--- src/rtl/usb_rx_pkg.sv ---
// Shared definitions for the USB receive packet controller: FSM encodings,
// PID codes, and the PID nibble-complement helper.
package usb_rx_pkg;

   localparam logic [7:0] SYNC_DEFAULT = 8'h80;

   typedef logic [3:0] state_t;

   localparam state_t S_IDLE       = 4'd0;
   localparam state_t S_RCV_SYNC   = 4'd1;
   localparam state_t S_CMP_SYNC   = 4'd2;
   localparam state_t S_RCV_PID    = 4'd3;
   localparam state_t S_CMP_PID    = 4'd4;
   localparam state_t S_RCV_BYTE   = 4'd5;
   localparam state_t S_STORE      = 4'd6;
   localparam state_t S_EOP_WAIT   = 4'd7;
   localparam state_t S_EIDLE_WAIT = 4'd8;
   localparam state_t S_EIDLE      = 4'd9;

   typedef enum logic [3:0] {
      PID_OUT   = 4'h1,
      PID_IN    = 4'h9,
      PID_SOF   = 4'h5,
      PID_SETUP = 4'hD,
      PID_DATA0 = 4'h3,
      PID_DATA1 = 4'hB,
      PID_ACK   = 4'h2,
      PID_NAK   = 4'hA,
      PID_STALL = 4'hE
   } pid_e;

   // A PID byte carries its 4-bit code in the low nibble and the complement above it.
   function automatic logic pid_ok(input logic [7:0] b);
      return b[7:4] == ~b[3:0];
   endfunction

endpackage

--- src/rtl/usb_rx_len_cnt.sv ---
// Bit counter within the current byte and saturating payload byte counter.
// overflow flags that one more byte would exceed MAX_BYTES.
module usb_rx_len_cnt #(
   parameter int MAX_BYTES = 64,
   parameter int CNT_W     = $clog2(MAX_BYTES + 1)
) (
   input  logic             clk,
   input  logic             n_rst,
   input  logic             clear,
   input  logic             bit_clear,
   input  logic             bit_inc,
   input  logic             byte_inc,
   output logic             bit_zero,
   output logic             overflow,
   output logic [CNT_W-1:0] byte_cnt
);

   localparam logic [CNT_W-1:0] MAX_CNT = CNT_W'(MAX_BYTES);

   logic [2:0] bit_cnt;

   // A completed byte restarts the bit count even if a strobe lands the same cycle.
   always_ff @(posedge clk or negedge n_rst) begin
      if (!n_rst)                  bit_cnt <= '0;
      else if (clear || bit_clear) bit_cnt <= '0;
      else if (bit_inc)            bit_cnt <= bit_cnt + 3'd1;
   end

   always_ff @(posedge clk or negedge n_rst) begin
      if (!n_rst)                     byte_cnt <= '0;
      else if (clear)                 byte_cnt <= '0;
      else if (byte_inc && !overflow) byte_cnt <= byte_cnt + 1'b1;
   end

   assign bit_zero = (bit_cnt == 3'd0);
   assign overflow = (byte_cnt == MAX_CNT);

endmodule

--- src/rtl/usb_rx_pkt_ctrl.sv ---
// USB receive packet control: SYNC/PID validation, payload gating to the RX FIFO,
// length limit and end-of-packet classification. Define USB_RX_PID_CHECK_EN to reject bad PIDs.
module usb_rx_pkt_ctrl
   import usb_rx_pkg::*;
#(
   parameter logic [7:0] SYNC_BYTE = SYNC_DEFAULT,
   parameter int         MAX_BYTES = 64,
   parameter int         CNT_W     = $clog2(MAX_BYTES + 1)
) (
   input  logic             clk,
   input  logic             n_rst,
   input  logic             d_edge,
   input  logic             eop,
   input  logic             shift_enable,
   input  logic [7:0]       rcv_data,
   input  logic             byte_received,
   output logic             rcving,
   output logic             w_enable,
   output logic             r_error,
   output logic [3:0]       pid,
   output logic             pid_valid,
   output logic [CNT_W-1:0] byte_cnt,
   output logic             pkt_done
);

   state_t state, nxt;
   logic   eop_se;
   logic   start;
   logic   pid_accept;
   logic   bit_zero;
   logic   overflow;

   assign eop_se = eop && shift_enable;
   assign start  = (nxt == S_RCV_SYNC) && (state != S_RCV_SYNC);

`ifdef USB_RX_PID_CHECK_EN
   assign pid_accept = pid_ok(rcv_data);
`else
   assign pid_accept = 1'b1;
`endif

   always_ff @(posedge clk or negedge n_rst) begin
      if (!n_rst) state <= S_IDLE;
      else        state <= nxt;
   end

   // byte_received is tested before eop&se so an in-flight byte is never lost.
   always_comb begin
      nxt = state;
      case (state)
         S_IDLE:       if (d_edge) nxt = S_RCV_SYNC;
         S_RCV_SYNC: begin
            if (byte_received) nxt = S_CMP_SYNC;
            else if (eop_se)   nxt = S_EIDLE;
         end
         S_CMP_SYNC:   nxt = (rcv_data == SYNC_BYTE) ? S_RCV_PID : S_EIDLE_WAIT;
         S_RCV_PID: begin
            if (byte_received) nxt = S_CMP_PID;
            else if (eop_se)   nxt = S_EIDLE;
         end
         S_CMP_PID:    nxt = pid_valid ? S_RCV_BYTE : S_EIDLE_WAIT;
         S_RCV_BYTE: begin
            if (byte_received) nxt = S_STORE;
            else if (eop_se)   nxt = bit_zero ? S_EOP_WAIT : S_EIDLE;
         end
         S_STORE:      nxt = overflow ? S_EIDLE_WAIT : S_RCV_BYTE;
         S_EOP_WAIT:   if (d_edge) nxt = S_IDLE;
         S_EIDLE_WAIT: if (eop_se) nxt = S_EIDLE;
         S_EIDLE:      if (d_edge) nxt = S_RCV_SYNC;
         default:      nxt = S_IDLE;
      endcase
   end

   // PID is captured on its byte_received so pid_valid is visible during CMP_PID.
   always_ff @(posedge clk or negedge n_rst) begin
      if (!n_rst) begin
         pid       <= 4'h0;
         pid_valid <= 1'b0;
      end else if (start) begin
         pid       <= 4'h0;
         pid_valid <= 1'b0;
      end else if ((state == S_RCV_PID) && byte_received && pid_accept) begin
         pid       <= rcv_data[3:0];
         pid_valid <= 1'b1;
      end
   end

   usb_rx_len_cnt #(
      .MAX_BYTES (MAX_BYTES),
      .CNT_W     (CNT_W)
   ) u_len_cnt (
      .clk       (clk),
      .n_rst     (n_rst),
      .clear     (start),
      .bit_clear (byte_received),
      .bit_inc   (shift_enable && ((state == S_RCV_PID) || (state == S_RCV_BYTE))),
      .byte_inc  (state == S_STORE),
      .bit_zero  (bit_zero),
      .overflow  (overflow),
      .byte_cnt  (byte_cnt)
   );

   assign w_enable = (state == S_STORE) && !overflow;
   assign r_error  = (state == S_EIDLE_WAIT) || (state == S_EIDLE);
   assign rcving   = !((state == S_IDLE) || (state == S_EOP_WAIT) || (state == S_EIDLE));
   assign pkt_done = (state == S_EOP_WAIT) && d_edge;

endmodule

--- config.mk ---
export PLATFORM = sky130hd
export DESIGN_NAME = usb_rx_pkt_ctrl
export DESIGN_NICKNAME = d
export VERILOG_FILES = /design/src/rtl/usb_rx_pkg.sv /design/src/rtl/usb_rx_len_cnt.sv /design/src/rtl/usb_rx_pkt_ctrl.sv
export SDC_FILE = /design/constraint.sdc
export NUM_CORES = 1
export LEC_CHECK = 0
export ABC_AREA = 1
export BUFFER_PORTS_ARGS = -buffer_cell sky130_fd_sc_hd__buf_4
export CAP_MARGIN = 5
export CORE_MARGIN = 10
export CORE_UTILIZATION = 53
export DETAILED_ROUTE_END_ITERATION = 10
export PLACE_DENSITY = 0.81
export SYNTH_ARGS = -nofsm -noshare
export SYNTH_HDL_FRONTEND = slang
export SYNTH_SLANG_ARGS = --single-unit
--- constraint.sdc ---
create_clock -name clk -period 2 [get_ports clk]
set_clock_uncertainty 0.15 [all_clocks]
set_input_delay 0.4 -clock clk [delete_from_list [all_inputs] [get_ports clk]]
set_output_delay 0.4 -clock clk [all_outputs]
set_load 0.02 [all_outputs]
-- Yosys cells after proc, flatten, opt, wreduce, memory -nomap -nowiden
Index checks and enable logic that the tools add are counted.
- $add $sub $neg: 2
- equal/unequal tests: 13
- mux-type cells: 20
- reduce and logical (&&, ||, !) cells: 19
- operator list (kind ; number):
    two-way mux 4 bit ; 13
    case mux 4 bit (9 select lines) ; 1
    == test 4 x 3 -> 1 bit (second input constant) ; 4
    two-way mux 7 bit ; 2
    == test 4 x 1 -> 1 bit (second input constant) ; 2
    == test 4 x 2 -> 1 bit (second input constant) ; 2
    == test 4 bit (second input constant) ; 2
    == test 8 bit (second input constant) ; 1
    adder 7 x 1 -> 7 bit (second input constant) ; 1
    == test 7 bit (second input constant) ; 1
    logical AND 1 bit ; 6
    two-way mux 3 bit ; 2
    nonzero test 2 bit ; 3
    logical OR 1 bit ; 5
    zero test 4 bit ; 1
    != test 4 x 1 -> 1 bit (second input constant) ; 1
    adder 3 x 1 -> 3 bit (second input constant) ; 1
    zero test 3 bit ; 1
    zero test 1 bit ; 2
    two-way mux 1 bit ; 2
    OR reduction 2 bit ; 1
- flip-flop bits (word level): 19
- output and inout port bits: 16

-- Logic depth before layout (Yosys ltp)
Gate-level depths: netlist of run 1.
- depth after elaboration: 9
- depth in mapped cells: 14
- mapped depth without buffers: 14

-- Modules after synthesis
From an unflattened synthesis of run 1, not the netlist that was laid out.
- cells, all modules: 210
- area total of the unflattened synthesis: 1362.6 um^2
- by module, submodules not included (module ; instances ; cells an instance ; area an instance (um^2)):
    usb_rx_pkt_ctrl ; 1 ; 128 ; 748.2
    usb_rx_len_cnt ; 1 ; 82 ; 614.3

-- Worst setup path after synthesis of run 1
Ideal clock, no wire load.
- path kind: reg-to-reg
- start: reg u_len_cnt.byte_cnt[0]
- end: reg u_len_cnt.byte_cnt[1]
- arrival time: 1672 ps
- data required time: 1731 ps
- path slack: 60 ps
- stages on the path, launching flop included: 15
- cell sequence: dfrtp_1 > inv_1 > ha_1 > nand2_1 > inv_1 > nand3_1 > nand2_4 > inv_2 > nor2_1 > nand2_1 > nor2_2 > nor2_2 > nand2_4 > nand3_1 > nand2_1
- RTL lines (element ; RTL line ; text):
    start, declared ; usb_rx_len_cnt.sv:15 ; output logic [CNT_W-1:0] byte_cnt
    start signal, assigned ; usb_rx_len_cnt.sv:32 ; else if (byte_inc && !overflow) byte_cnt <= byte_cnt + 1'b1;
    == test 7 bit ; usb_rx_len_cnt.sv:36 ; assign overflow = (byte_cnt == MAX_CNT);
    zero test 1 bit ; -- ;
    logical AND 1 bit ; -- ;
    net w_enable ; usb_rx_pkt_ctrl.sv:18 ; output logic w_enable,
    nonzero test 2 bit (no source line) ; -- ;
The timed path passes the listed nets, and every way through them passes these cells. The select of a mux whose other input is x is not followed.
A chain may end at the register's enable or synchronous reset.

-- Final worst setup path of run 1
- start: reg u_len_cnt.byte_cnt[0]
- end: out w_enable
- cells in the longest elaborated chain, start to end: 3
- RTL lines (element ; RTL line ; text):
    == test 7 bit ; usb_rx_len_cnt.sv:36 ;
    zero test 1 bit ; usb_rx_pkt_ctrl.sv:103 ; assign w_enable = (state == S_STORE) && !overflow;
    logical AND 1 bit ; usb_rx_pkt_ctrl.sv:103 ;
    end, declared ; usb_rx_pkt_ctrl.sv:18 ;
Every way passes these cells.

==> results of run 1 <==
[metal layers]
layer  vias to the layer above  global-route usage  part of all wire
li1                        689                   -                 -
met1                       647               0.147              0.43
met2                        54               0.234              0.50
met3                         9              0.0328             0.056
met4                         0              0.0510             0.012
met5                         -                   0                 0
[power groups by stage]
stage	logic [mW]	registers, mW	clock network [mW]
final	1.02	0.569	0.191
after global routing	1.13	0.575	0.207
after CTS	0.881	0.562	0.193
after detailed placement	0.866	0.569	0
after global placement	0.839	0.566	0
after floorplan	0.571	0.590	0
[logic make-up after synthesis]
| family | count (synthesis) | synth area share |
|---|---|---|
| buffers and inverters | 36 | 0.107 |
| AOI/OAI and AO/OA | 7 | 0.0347 |
| adders and majority gates | 4 | 0.0385 |
| DFF | 19 | 0.366 |
| and+or+nand+nor | 119 | 0.411 |
| muxes | 1 | 0.00867 |
| xor gates and xnor gates | 5 | 0.0337 |
[Yosys cell counts (3+ instances only)]
cell     count
nand2_1     50
ha_1         4
nor3_1       3
inv_2        3
nand4_1      5
nor2_2       6
nand3_1     17
dfrtp_1     19
nor2_1      30
xor2_1       5
inv_1       31
nand2_2      4
[timing repair]
item / CTS / global route
hold endpoints to repair: 19 / 0
setup endpoints to repair: 1 / 16
buffers inserted: 4 / 10
pin swaps: 1 / 7
cloned: 0 / 0
resized for setup: 3 / 23
hold buffers: 1 / 0
[critical path: stages, from the launching register on]
cell,delay (ns)
dfrtp_1,0.42
inv_2,0.08
ha_4,0.12
nand2_1,0.05
inv_1,0.07
nand3_2,0.09
nand2_4,0.10
inv_2,0.06
buf_6,0.13
[state kept, by name, indices dropped and copies added (netlist names)]
name	flops
u_len_cnt.bit_cnt	3
pid	4
state	4
pid_valid	1
u_len_cnt.byte_cnt	7
[final cells by class]
class | instances | area share
clock buffers | 4 | 0.0148
flip-flops and latches | 19 | 0.271
multi-input cells | 136 | 0.420
repair buffers | 45 | 0.196
well taps | 28 | 0.0198
inverters | 35 | 0.0783
[path summary, 6_finish.rpt]
kind                                                   startpoint                                end  slack (ns)  cells past startpoint
worst min register to register                 pid[1]$_DFFE_PN0P_                 pid[1]$_DFFE_PN0P_        0.37                      2
min in group asynchronous                                   n_rst                 pid[3]$_DFFE_PN0P_        0.36                      2
worst min-delay path                                  rcv_data[2]                 pid[2]$_DFFE_PN0P_        0.16                      3
max in group asynchronous                                   n_rst                 state[3]$_DFF_PN0_        1.12                      2
worst max-delay path            u_len_cnt.byte_cnt[0]$_DFFE_PN0P_                           w_enable        0.04                      8
worst max register to register                 state[0]$_DFF_PN0_  u_len_cnt.byte_cnt[1]$_DFFE_PN0P_        0.05                      9
[stage by stage]
| step | utilization | total power, mW | TNS (ns) | instance area [um2] | hold WS [ns] |
|---|---|---|---|---|---|
| 5_1_grt | 0.779 | 1.91 | -0.104 | 1770 | 0.165 |
| 4_1_cts | 0.717 | 1.64 | 0 | 1630 | 0.164 |
| 3_3_place_gp | 0.683 | 1.40 | 0 | 1550 | 0.134 |
| 6_report | 0.779 | 1.78 | 0 | 1770 | 0.163 |
| 3_5_place_dp | 0.683 | 1.43 | 0 | 1550 | 0.135 |
| 2_1_floorplan | - | 1.16 | 0 | 1300 | -0.0456 |
==> run metrics, run 1 <==
final setup margin=0.0434 ns; Worst slew margin=0.817; number of enable flip-flop cells after synthesis=0; CTS tree=yes; Fin. Hold Viols=0; PortBufs=29; Clk pin slew, worst setup/hold paths=0.10 ns; Routed Antenna Nets=0; H-tree level count=1; row count=17; share of flip-flops with an asynchronous set or reset=1.00; sw frac=0.479; post-synth top area share=0.366; Diodes inserted=0; status=completed; clock network power share=0.107; Synth cell types=24; kind of critical path=reg2out; synthesized net count=about 210; sequential element share of the synthesized area=0.366; CTS root buf=clkbuf_4; Finished Layout Cells=267; WL/cell=approximately 13 um; Worst-Margin Slew=0.272 ns; placed cell count=248; Worst Setup Start Kind=register; io pins=30; Starting Density=0.571; Max VDD drop=803 uV; Comb power frac=0.574; WL final=3600 um; die area=0.00483 mm2; PwrDens=1010 mW/mm2; Clock Latency Late Sink=0.29 ns; Die Wd=69.5 um; crit-path max FO=4; die height=69.5 um; most frequent cells in the layout=nand2_1, buf_4, inv_1, nor2_1, dfrtp_1; Slew Limit Fails=0; maximum buffer depth of the clock tree=2; Via Count=between 1,000 and 1,500; vias per cell=approximately 5.2; dominant cells by area after synthesis=dfrtp_1, nand2_1, inv_1; Static Leak=0.972 nW; # setup viols final=0; TritonCTS Sinks=19; Core Region=approximately 0.0023 mm2; drt first-iter violations=between 100 and 150; Mapped Area=0.00130 mm2; final net count=258; crit share post-route=0.978; WP data required=~1.5 ns; most common cell after layout, fill and taps aside=nand2_1; unrepaired setup endpoints after global routing=true; drt first pass iters=4; gr usage total=0.133; area delta synth->final=36.5%; Fmax=511 MHz; multi-input combinational cell area=744 um2; Num CTS Buffers=3; min Tclk post-route=~2 ns; total grt overflow=0; Internal Power=0.928 mW; pre-CTS WS=roughly 0.044 ns; first-pass GRT wire length=5610 um; share of cells above drive strength 1=0.360; #FFs+latches synth=19; arrival time worst endpoint=1.41 ns; Hold Path Class=in2reg; FF+latch area=480 um2; maxcap violations=0; GP Congestion=0.887; CP endpoint kind=output pin; sw power=0.854 mW; top_reg_cell synth=dfrtp_1; largest net degree at the start of global routing=20; drt drc=0; Synth warnings=0; Fillers=158; Gate Count Post-Synth=roughly 190; Flop pwr share=0.319; leading area contributor after synthesis=dfrtp_1; Syn Area/Cell=6.80 um2; vias in the first global route=between 1,000 and 1,500; hpwl dp=approximately 2600 um; initial antenna violation count=0
Power figures use the tool's default switching activity.
==> run 2, diff against run 1 <==
CTS_CLUSTER_SIZE = 10   (was unset)
PLACE_DENSITY = 0.8   (was 0.81)
SYNTH_HIERARCHICAL = 1   (was unset)
==> run metrics, run 2 <==
status=complete, but fails checks (was completed); failing checks=negative setup slack; unrepaired setup endpoints after global routing=true (unchanged); Gate Count Post-Synth=210 (was 191); min Tclk post-route=2.09 ns (was 1.96 ns); Largest stage delay, worst path=0.43 ns (was 0.42 ns); top post-synthesis cells by count=nand2_1, inv_1, nor2_1 (unchanged); multi-input combinational cell area=825 um2 (was 744 um2); area delta synth->final=47.3% (was 36.5%); Buf/Inv on CP=7 (was 4); Mapped Area=0.00136 mm2 (was 0.00130 mm2); final net count=294 (was 258); Via Count=1,618 (was 1,399); Worst slew margin=0.834 (was 0.817); die height=70.7 um (was 69.5 um); max FFs per register=7 (unchanged); number of enable flip-flop cells after synthesis=0 (unchanged); Crit path depth=11 (was 8); crit-path max FO=3 (was 4); WP data required=1.45 ns (about the same); Starting Density=0.555 (was 0.571); simple-gate share of the synthesized area=0.455 (was 0.411); Reg2Reg Depth=16 (was 9); Worst R2R End=u_len_cnt/byte_cnt[6]$_DFFE_PN0P_ (was u_len_cnt.byte_cnt[1]$_DFFE_PN0P_); # setup viols final=7 (was 0); Synth cell types=25 (was 24); Crit. Startpoint=u_len_cnt/byte_cnt[0]$_DFFE_PN0P_ (was u_len_cnt.byte_cnt[0]$_DFFE_PN0P_); drt first pass iters=4 (unchanged); PortBufs=29 (unchanged); maximum buffer depth of the clock tree=2 (unchanged); most used cell, CP=inv_2 (unchanged); WL/cell=14.5 um (was 13.5 um); final hold slack=0.228 ns (was 0.163 ns); most frequent cells in the layout=buf_4, nand2_1, inv_1, nor2_1, nand3_1 (was nand2_1, buf_4, inv_1, nor2_1, dfrtp_1); vias in the first global route=1,554 (was 1,352); CP endpoint kind=output pin (unchanged); drt drc=0 (unchanged); largest net degree at the start of global routing=20 (unchanged); share of cells above drive strength 1=0.425 (was 0.360); first-pass GRT wire length=6620 um (was 5610 um); PwrDens=1100 mW/mm2 (was 1010 mW/mm2); Diodes inserted=0 (unchanged); arrival time worst endpoint=1.54 ns (was 1.41 ns); synthesized net count=228 (was 209); post-synth top area share=0.349 (was 0.366); Routed Antenna Nets=0 (unchanged); leading area contributor after synthesis=dfrtp_1 (unchanged); Worst path slowest cell=dfrtp_2 (was dfrtp_1); final setup margin=-0.0884 ns (was 0.0434 ns); hpwl dp=2850 um (was 2610 um); post-synthesis mux area share=0 (was 0.00867); Syn Area/Cell=6.49 um2 (was 6.80 um2); Largest Register=u_len_cnt/byte_cnt (was u_len_cnt.byte_cnt); top_reg_cell synth=dfrtp_1 (unchanged); io pins=30 (unchanged); FF+latch area=483 um2 (was 480 um2); Fillers=166 (was 158); Worst-Margin Slew=0.247 ns (was 0.272 ns); gr usage total=0.157 (was 0.133); Regs by FF count=u_len_cnt/byte_cnt (7), pid (4), state (4) (was u_len_cnt.byte_cnt (7), pid (4), state (4)); WL final=4430 um (was 3600 um); Max VDD drop=857 uV (was 803 uV); GP Congestion=0.930 (was 0.887); die area=0.00500 mm2 (was 0.00483 mm2); CTS tree=yes (unchanged); Worst Setup Start Kind=register (unchanged); setup TNS=-0.407 ns (was 0 ns); Static Leak=1.14 nW (was 0.972 nW); Setup crit end=w_enable (unchanged); TritonCTS Sinks=19 (unchanged); CTS root buf=clkbuf_4 (unchanged); Hold Path Class=in2reg (unchanged); Num CTS Buffers=3 (unchanged); CP delay by family, top=buffers and inverters (was flip-flops); largest family of logic cells by synthesized area=simple AND/OR/NAND/NOR gates (unchanged); total grt overflow=0 (unchanged); drt first-iter violations=100 (was 140); Clock Latency Late Sink=0.31 ns (was 0.29 ns); Slew Limit Fails=0 (unchanged); maxcap violations=0 (unchanged); kind of critical path=reg2out (unchanged); most common cell after layout, fill and taps aside=buf_4 (was nand2_1); sequential element share of the synthesized area=0.349 (was 0.366); Clk pin slew, worst setup/hold paths=0.11 ns (was 0.10 ns); CP Cell Sequence=inv_2 > ha_4 > nand2_1 > inv_1 > nand3_2 > inv_2 > inv_2 > nand2_2 > buf_6 > inv_2 > buf_6 (was inv_2 > ha_4 > nand2_1 > inv_1 > nand3_2 > nand2_4 > inv_2 > buf_6); dominant cells by area after synthesis=dfrtp_1, nand2_1, inv_1 (unchanged); initial antenna violation count=0 (unchanged); Core Region=0.00245 mm2 (was 0.00228 mm2); share of flip-flops with an asynchronous set or reset=1.00 (unchanged); FF-to-FF setup slack=-0.08 ns (was 0.05 ns); Synth Area in Adders=0.0367 (was 0.0385); Synth Area in Compound Gates=0.0331 (was 0.0347); Synth warnings=6 (was 0); Fin. Hold Viols=0 (unchanged); crit share post-route=1.04 (was 0.978); vias per cell=5.30 (was 5.24); Fmax=479 MHz (was 511 MHz); Reg2Reg Launch Point=u_len_cnt/bit_cnt[0]$_DFFE_PN0P_ (was state[0]$_DFF_PN0_); #FFs+latches synth=19 (unchanged); count leader, synth=nand2_1 (unchanged); XOR/XNOR share of the synthesized area=0.00643 (was 0.0337); H-tree level count=1 (unchanged); row count=18 (was 17); Die Wd=70.7 um (was 69.5 um)
[run 2: per-layer routing]
layer / up-vias / share of wire / GRT usage
met4: 0 / 0.021 / 0.0688
met3: 11 / 0.068 / 0.0460
met2: 67 / 0.52 / 0.273
met5: - / 0 / 0
li1: 768 / - / -
met1: 772 / 0.39 / 0.173
[run 2: cell type report]
| type | count | area share |
|---|---|---|
| clock buffers | 3 | 0.0112 |
| inverters | 43 | 0.0829 |
| clock inverters | 1 | 0.00249 |
| repair buffers | 61 | 0.233 |
| multi-input cells | 148 | 0.411 |
| flip-flops and latches | 19 | 0.241 |
| well taps | 30 | 0.0187 |
[run 2: timing repair]
action | in CTS | in global routing
buffers inserted | 14 | 2
endpoints found under the hold margin | 19 | 0
hold buffers | 1 | 0
pin swaps | 17 | 17
endpoints found under the setup margin | 9 | 18
gates resized for setup | 15 | 19
[run 2: metrics by stage]
stage / total power [mW] / cell area [um2] / std cells / util / worst slack (ns)
2_1_floorplan: 1.25 / 1380 / 210 / - / -0.0232
3_5_place_dp: 1.66 / 1750 / 285 / 0.714 / -0.115
5_1_grt: 2.34 / 2010 / 305 / 0.818 / -0.202
3_3_place_gp: 1.65 / 1750 / 285 / 0.714 / -0.0597
4_1_cts: 2.02 / 1930 / 304 / 0.786 / -0.0281
6_report: 2.20 / 2010 / 305 / 0.818 / -0.0884
[run 2: report_power, final]
group / leakage (nW) / total [mW] / switching [mW] / internal [mW]
Sequential: 0.252 / 0.566 / 0.0941 / 0.471
Clock: 0.0177 / 0.202 / 0.127 / 0.0750
Combinational: 0.868 / 1.43 / 0.839 / 0.592
[run 2: how the worst min path moves through the flow]
stage / start / to / slack (ns) / cells after the start
3_5_place_dp: n_rst / pid[3]$_DFFE_PN0P_ / 0.14 / 1
2_1_floorplan: n_rst / pid[0]$_DFFE_PN0P_ / -0.05 / 0
4_1_cts: byte_received / u_len_cnt/bit_cnt[1]$_DFFE_PN0P_ / 0.24 / 4
3_3_place_gp: n_rst / pid[3]$_DFFE_PN0P_ / 0.14 / 1
6_report: byte_received / u_len_cnt/bit_cnt[2]$_DFFE_PN0P_ / 0.23 / 4
5_1_grt: byte_received / u_len_cnt/bit_cnt[2]$_DFFE_PN0P_ / 0.23 / 4
[run 2: kinds of logic after synthesis]
group | Yosys count
AND/OR/NAND/NOR | 135
buffers and inverters | 43
flip-flops | 19
AO/OA/AOI/OAI | 8
adder cells (fa/ha/maj) | 4
XOR/XNOR | 1
[run 2: worst min-delay path: cells and delay by family]
family        cells  cell delay, ns
buf+inv           1            0.14
simple gates      3            0.13
